### config.mk
export PLATFORM = sky130hd
export DESIGN_NAME = mem_arbiter
export DESIGN_NICKNAME = d
export VERILOG_FILES = /design/src/rtl/mem_arbiter.sv
export SDC_FILE = /design/constraint.sdc
export NUM_CORES = 1
export LEC_CHECK = 0
export BUFFER_PORTS_ARGS = -buffer_cell sky130_fd_sc_hd__buf_2
export CAP_MARGIN = 40
export CORE_MARGIN = 10
export CORE_UTILIZATION = 49
export CTS_CLUSTER_SIZE = 30
export DETAILED_ROUTE_END_ITERATION = 6
export PLACE_DENSITY_LB_ADDON = 0.05
export SETUP_SLACK_MARGIN = 0.1
export SLEW_MARGIN = 25
export SYNTH_ARGS = -nofsm -noshare
export SYNTH_HDL_FRONTEND = slang
export SYNTH_SLANG_ARGS = --single-unit
### constraint.sdc
create_clock -name clk -period 4.3 [get_ports clk]
set_input_delay 0.645 -clock clk [delete_from_list [all_inputs] [get_ports clk]]
set_output_delay 0.645 -clock clk [all_outputs]
set_load 0.03 [all_outputs]
### src/rtl/mem_arbiter.sv
// Two-port round-robin arbiter in front of the serial-SRAM controller.
// Latches the winning command, holds the request until complete, then waits for release.
module mem_arbiter #(
  parameter int ADDR_W = 17,
  parameter int DATA_W = 16
) (
  input  logic              clk,
  input  logic              rst,
  input  logic              ena,
  input  logic              p0_req,
  input  logic              p0_we,
  input  logic [ADDR_W-1:0] p0_addr,
  input  logic [DATA_W-1:0] p0_wdata,
  output logic [DATA_W-1:0] p0_rdata,
  output logic              p0_done,
  input  logic              p1_req,
  input  logic              p1_we,
  input  logic [ADDR_W-1:0] p1_addr,
  input  logic [DATA_W-1:0] p1_wdata,
  output logic [DATA_W-1:0] p1_rdata,
  output logic              p1_done,
  output logic [ADDR_W-1:0] mem_address,
  output logic [DATA_W-1:0] mem_write_value,
  output logic              mem_write_enable,
  output logic              mem_request,
  input  logic [DATA_W-1:0] mem_read_value,
  input  logic              mem_request_complete,
  output logic              busy,
  output logic              grant
);

  typedef enum logic [1:0] {
    IDLE    = 2'd0,
    BUSY    = 2'd1,
    RELEASE = 2'd2
  } state_t;

  state_t              state_q, state_d;
  logic                mem_request_q, mem_request_d;
  logic                p0_done_q, p0_done_d;
  logic                p1_done_q, p1_done_d;
  logic [DATA_W-1:0]   p0_rdata_q, p0_rdata_d;
  logic [DATA_W-1:0]   p1_rdata_q, p1_rdata_d;
  logic [ADDR_W-1:0]   mem_address_q, mem_address_d;
  logic [DATA_W-1:0]   mem_write_value_q, mem_write_value_d;
  logic                mem_write_enable_q, mem_write_enable_d;
  logic                grant_q, grant_d;
  logic                win_valid;
  logic                win_port;

  // With both ports requesting, the port that did not own the last transfer wins.
  always_comb begin
    win_valid = 1'b0;
    win_port  = 1'b0;
    if (p0_req && p1_req) begin
      win_valid = 1'b1;
      win_port  = ~grant_q;
    end else if (p0_req) begin
      win_valid = 1'b1;
      win_port  = 1'b0;
    end else if (p1_req) begin
      win_valid = 1'b1;
      win_port  = 1'b1;
    end else begin
      win_valid = 1'b0;
    end
  end

  // Next-state and datapath updates; everything holds while ena is low.
  always_comb begin
    state_d            = state_q;
    mem_request_d      = mem_request_q;
    p0_done_d          = p0_done_q;
    p1_done_d          = p1_done_q;
    p0_rdata_d         = p0_rdata_q;
    p1_rdata_d         = p1_rdata_q;
    mem_address_d      = mem_address_q;
    mem_write_value_d  = mem_write_value_q;
    mem_write_enable_d = mem_write_enable_q;
    grant_d            = grant_q;
    if (ena) begin
      p0_done_d = 1'b0;
      p1_done_d = 1'b0;
      case (state_q)
        IDLE: begin
          // complete must be low so the previous transfer is fully released
          if (!mem_request_complete && win_valid) begin
            grant_d       = win_port;
            mem_request_d = 1'b1;
            state_d       = BUSY;
            if (win_port) begin
              mem_address_d      = p1_addr;
              mem_write_value_d  = p1_wdata;
              mem_write_enable_d = p1_we;
            end else begin
              mem_address_d      = p0_addr;
              mem_write_value_d  = p0_wdata;
              mem_write_enable_d = p0_we;
            end
          end else begin
            state_d = IDLE;
          end
        end
        BUSY: begin
          if (mem_request_complete) begin
            mem_request_d = 1'b0;
            state_d       = RELEASE;
            if (grant_q) begin
              p1_done_d = 1'b1;
              if (!mem_write_enable_q) p1_rdata_d = mem_read_value;
              else                     p1_rdata_d = p1_rdata_q;
            end else begin
              p0_done_d = 1'b1;
              if (!mem_write_enable_q) p0_rdata_d = mem_read_value;
              else                     p0_rdata_d = p0_rdata_q;
            end
          end else begin
            state_d = BUSY;
          end
        end
        RELEASE: begin
          if (!mem_request_complete) state_d = IDLE;
          else                       state_d = RELEASE;
        end
        default: begin
          state_d       = IDLE;
          mem_request_d = 1'b0;
        end
      endcase
    end else begin
      state_d = state_q;
    end
  end

  // State and output registers with synchronous reset overriding ena.
  always_ff @(posedge clk) begin
    if (rst) begin
      state_q            <= IDLE;
      mem_request_q      <= 1'b0;
      p0_done_q          <= 1'b0;
      p1_done_q          <= 1'b0;
      p0_rdata_q         <= '0;
      p1_rdata_q         <= '0;
      mem_address_q      <= '0;
      mem_write_value_q  <= '0;
      mem_write_enable_q <= 1'b0;
      grant_q            <= 1'b1;
    end else begin
      state_q            <= state_d;
      mem_request_q      <= mem_request_d;
      p0_done_q          <= p0_done_d;
      p1_done_q          <= p1_done_d;
      p0_rdata_q         <= p0_rdata_d;
      p1_rdata_q         <= p1_rdata_d;
      mem_address_q      <= mem_address_d;
      mem_write_value_q  <= mem_write_value_d;
      mem_write_enable_q <= mem_write_enable_d;
      grant_q            <= grant_d;
    end
  end

  assign p0_done          = p0_done_q;
  assign p1_done          = p1_done_q;
  assign p0_rdata         = p0_rdata_q;
  assign p1_rdata         = p1_rdata_q;
  assign mem_address      = mem_address_q;
  assign mem_write_value  = mem_write_value_q;
  assign mem_write_enable = mem_write_enable_q;
  assign mem_request      = mem_request_q;
  assign grant            = grant_q;
  assign busy             = (state_q != IDLE);

endmodule

==> impl_metrics.json, run 1 <==
{
  "setup_viol": 0,
  "maxCapViolCount": 0,
  "drive_gt1_share_pct": 37.1,
  "status": "finished, final reports clean",
  "holdBufCountCts": 0,
  "area_growth_syn_to_layout_pct": 31.3,
  "worst_pin_slew_ns": 0.821,
  "pwr-share-clk_pct": 35.6,
  "period_share_pct": 52.2,
  "grt_setup_unrepaired": "false",
  "antenna_found_initial": 0,
  "antenna_cells": 0,
  "numCtsBuffers": 9,
  "worstPathRequired_ns": 4.49,
  "relSlewSlack_pct": 45.1,
  "cp_slowest_cell": "and2_1",
  "cts_max_path_buffers": 2,
  "track_usage_pct": 17.3,
  "hold_violations": 0,
  "netSwitchingPower_uw": 402,
  "core_area_sq_mm": 0.00631,
  "gp_congestion": 0.764,
  "post_cts_resized": 0,
  "synth_common_cells": "72 x dfxtp_1, 69 x nand2_1, 48 x nand2b_1",
  "max_freq_mhz": 445,
  "critical-path-max-stage-delay_ns": 0.57,
  "avgSynthCellArea_sq_um": 9.08,
  "portBuffers": 160,
  "synth_most_common_cell": "dfxtp_1",
  "vias_per_cell": 5.20,
  "insertion_delay_ns": 0.32,
  "initial_core_util_pct": 49.9,
  "yosys.area.top_type": "dfxtp_1",
  "crit_type": "in -> reg",
  "fp.dieW_um": 100,
  "wl_per_cell_um": 15.9,
  "pwr-share-comb_pct": 16.7,
  "hold_class": "reg -> reg",
  "cts.sinks": 72,
  "grt_max_degree": 47,
  "nFillCells": 599,
  "synthArstFlopShare_pct": 0,
  "grt_pass1_vias": 3086,
  "ys_seq_area_share_pct": 45.8,
  "vias": 2990,
  "nets": 583,
  "io_pins": 161,
  "cp.arrival_ns": 2.44,
  "synth_edf_count": 0,
  "powerDensity_mw_per_mm2": 361,
  "cts_root_buf": "clkbuf_8",
  "post-cts-setup-buffers": 0,
  "rows": 29,
  "power_leakage_uw": 0.00199,
  "grt_pass1_wl_um": 14500,
  "finClkSkew_ns": 0.00913,
  "clk_pin_slew_ns": 0.07,
  "yosysTopAreaCellShare_pct": 45.8,
  "period_minus_slack_ns": 2.25,
  "die_h_um": 100,
  "synthFlopType": "dfxtp_1",
  "seq_power_share_pct": 47.7,
  "synth.area.top_cells": "dfxtp_1 46%, mux2i_1 10%, nand2b_1 9.5%",
  "p_total_uw": 1490,
  "yosysWarnings": 0,
  "endpoint_kind": "flip-flop",
  "drt-total-wl_um": 9160,
  "synth_nets": 437,
  "switching_share_pct": 27.0,
  "crit_fanout": 36,
  "antenna_left": 0,
  "setup_tns_ns": 0,
  "ir_drop_mv": 0.246,
  "h-tree-depth": 3,
  "gr-total-overflow": 0,
  "netlist_instances": 347,
  "drtPass1Iterations": 4,
  "synth_cell_types": 31,
  "slew_viol_final": 0,
  "post-dp-hpwl_um": 6680,
  "path_cells": "buf_2 > nor4b_4 > buf_4 > and2_1 > buf_4 > a311oi_1",
  "drt_iter0_markers": 95,
  "drc": 0,
  "final_util_pct": 65.5,
  "yosys_register_bits": 72,
  "syn_area_sq_mm": 0.00315,
  "cts_tree": "done",
  "fp.dieArea_sq_mm": 0.0100,
  "crit_top_cell": "buf_4",
  "cp-start-kind": "input pin",
  "internal-power_uw": 1090
}
-- through the flow --
step	area [sq um]	setup slack (ns)	hold WS, ns	std cells
2_1_floorplan	3150	2.60	0.524	347
3_3_place_gp	3940	1.76	0.457	559
3_5_place_dp	3940	1.72	0.464	559
4_1_cts	4130	2.06	0.475	575
5_1_grt	4130	1.90	0.488	575
6_report	4130	2.05	0.471	575
-- power groups by stage --
stage,Sequential (uW),Combinational (uW),Clock [uW]
final,711,250,530
after CTS,711,253,545
after detailed placement,726,252,0
after global routing,715,275,570
after global placement,726,250,0
after floorplan,776,112,0
-- state kept, by name, summed over array words and instances (netlist names) --
signal and count:
p1_done 1, p0_rdata 16, grant 1, mem_address 17
mem_write_enable 1, mem_request 1, state_q 2, p0_done 1
mem_write_value 16, p1_rdata 16
-- metal layers --
layer	global-route usage (%)	wire length, um
met1	19.4	3720
met2	27.9	4440
met3	8.10	883
met4	6.41	110
met5	0	0
-- cell usage in the layout, fill, tap and decap left out, types with 2 or more instances in the layout --
cell type / n
buf_2: 160
dfxtp_1: 72
nand2_1: 69
nand2b_1: 48
a21oi_1: 37
a311oi_1: 34
mux2i_1: 32
clkbuf_8: 11
buf_4: 6
nor2b_1: 3
and2_1: 2
o21a_1: 2
clkbuf_1: 2
clkinv_2: 2
-- worst paths after layout --
path | from | end | slack (ns) | cells after the start
setup reg to reg | state_q[1] | mem_address[4] | 2.06 | 5
setup / recovery | mem_request_complete | mem_address[4] | 2.05 | 6
hold / removal | p0_rdata[6] | p0_rdata[6] | 0.47 | 2
hold reg to reg | p0_rdata[6] | p0_rdata[6] | 0.47 | 2
-- cell type report --
| cell class | instances | area, sq um | area share [%] |
|---|---|---|---|
| clock buffer | 13 | 159 | 3.84 |
| tap | 77 | 96.3 | 2.33 |
| inverter | 1 | 3.75 | 0.0908 |
| multi-input combinational | 243 | 1550 | 37.4 |
| sequential | 72 | 1440 | 34.9 |
| timing repair buffer | 166 | 846 | 20.5 |
| clock inverter | 3 | 40.0 | 0.969 |
-- cell families after synthesis --
group | share of synthesized area (%)
compound gates | 17.7
buf+inv | 5.08
flops | 45.8
mux | 10.2
simple gates | 21.3
-- critical path, delay by kind of cell --
kind	cells	cell delay, ns
compound gates	1	0.13
simple gates	2	0.77
buf+inv	3	0.88
Power figures use the tool's default switching activity.
==> run 2, diff against run 1 <==
Settings changed: CORE_UTILIZATION 49 to 45.
Clock period 4.3 ns to 2.15 ns, I/O delays scaled along.
==> run 2 against run 1 <==
- routed wire length up 3.5%
- largest cell class unchanged
- final cell count increased by 4.3%
- first-iteration DRC count grew 18%
- count of clock-buffer cells in the layout is 3 lower
==> impl_metrics.json, run 2 (synthesis results as in run 1) <==
{
  "fp.dieW_um": 104,
  "setup_tns_ns": 0,
  "hold_class": "in -> reg",
  "grt_pass1_wl_um": 15400,
  "gp_congestion": 0.718,
  "endpoint_kind": "output port",
  "post-dp-hpwl_um": 6890,
  "top_layer_used": "met4",
  "cts_root_buf": "clkbuf_8",
  "setup_viol": 0,
  "antenna_found_initial": 0,
  "wl_met1_um": 4090,
  "grt_max_degree": 54,
  "area_growth_syn_to_layout_pct": 34.6,
  "hold_violations": 0,
  "insertion_delay_ns": 0.34,
  "period_share_pct": 71.1,
  "fp.dieArea_sq_mm": 0.0107,
  "cts.sinks": 72,
  "worst_pin_slew_ns": 0.398,
  "nets": 589,
  "vias": 2988,
  "io_pins": 161,
  "holdBufCountCts": 0,
  "cts_tree": "done",
  "drt_iter0_markers": 112,
  "ir_drop_mv": 0.367,
  "grt_setup_unrepaired": "false",
  "maxCapViolCount": 0,
  "worstPathRequired_ns": 1.83,
  "drt-total-wl_um": 9480,
  "slew_viol_final": 0,
  "finClkSkew_ns": 0.0102,
  "antenna_cells": 0,
  "wl_per_cell_um": 15.8,
  "cts_max_path_buffers": 2,
  "wl_met3_um": 788,
  "cp-start-kind": "flip-flop",
  "power_leakage_uw": 0.00203,
  "core_area_sq_mm": 0.00679,
  "relSlewSlack_pct": 73.5,
  "rows": 30,
  "drtPass1Iterations": 4,
  "critical-path-max-stage-delay_ns": 0.37,
  "initial_core_util_pct": 46.4,
  "clk_pin_slew_ns": 0.08,
  "route.met2.wl_um": 4460,
  "cp_slowest_cell": "dfxtp_1",
  "cp.arrival_ns": 1.21,
  "antenna_left": 0,
  "drc": 0,
  "layout_common_cells": "160 x buf_2, 72 x dfxtp_1, 69 x nand2_1",
  "p_total_uw": 3090,
  "period_minus_slack_ns": 1.53,
  "max_freq_mhz": 654,
  "crit_family": "flip-flops",
  "numCtsBuffers": 9,
  "post-cts-setup-buffers": 0,
  "grt_pass1_vias": 3018,
  "gr-total-overflow": 0,
  "powerDensity_mw_per_mm2": 728,
  "vias_per_cell": 4.98,
  "h-tree-depth": 3,
  "post_cts_resized": 0,
  "crit_type": "reg -> out",
  "track_usage_pct": 17.0,
  "largest_reg_flops": 17,
  "drive_gt1_share_pct": 38.1,
  "crit_fanout": 6,
  "status": "finished, final reports clean",
  "layout_commonest_cell": "buf_2",
  "portBuffers": 160,
  "path_buf_inv": 1,
  "path_cells": "or2_2 > buf_2",
  "die_h_um": 104
}
## run 2: changes by cell type in the layout (fill, tap and decap cells not counted), sizes merged
| cell | change |
|---|---|
| clkinv | +2 |
| clkbuf | -3 |
| bufinv | +1 |
| buf | +6 |
## run 2: final timing paths
check               startpoint             endpoint  slack [ns]  cells past startpoint
hold reg to reg    mem_request          mem_request        0.46                      1
setup reg to reg         grant      mem_address[16]        0.65                      4
setup / recovery    state_q[1]                 busy        0.62                      2
hold / removal    p0_wdata[14]  mem_write_value[14]        0.24                      3
## run 2: routing by layer
| layer | up-vias | global-route usage [%] |
|---|---|---|
| met5 | - | 0 |
| met4 | 0 | 6.66 |
| met3 | 12 | 6.63 |
| met2 | 124 | 26.1 |
| met1 | 1334 | 20.8 |
| li1 | 1518 | - |
## run 2: worst reg2reg max path, stage by stage (launching register included)
cell      delay, ns
dfxtp_1        0.50
a21bo_2        0.39
buf_12         0.20
nand2_1        0.06
a311oi_1       0.25
## run 2: cell type report
class                           instances  area [sq um]
Clock buffer                           10           128
Clock inverter                          6          83.8
Fill cell                             625          2550
Inverter                                1          3.75
Multi-Input combinational cell        243          1550
Sequential cell                        72          1440
Tap cell                               96           120
Timing Repair Buffer                  172           916
## run 2: metrics by stage
step	util [%]	hold slack, ns	setup slack, ns	instance area (sq um)	std cells
3_3_place_gp	59.3	0.447	0.654	4030	584
5_1_grt	62.4	0.228	0.493	4240	600
3_5_place_dp	59.3	0.453	0.620	4030	584
4_1_cts	62.4	0.227	0.603	4240	600
6_report	62.4	0.240	0.622	4240	600
2_1_floorplan	-	0.482	0.525	3150	347
## run 2: power by group
group / switching [uW] / internal (uW) / leakage, uW
Clock: 501 / 650 / 0.000110
Combinational: 311 / 205 / 0.00134
Sequential: 32.5 / 1390 / 0.000586
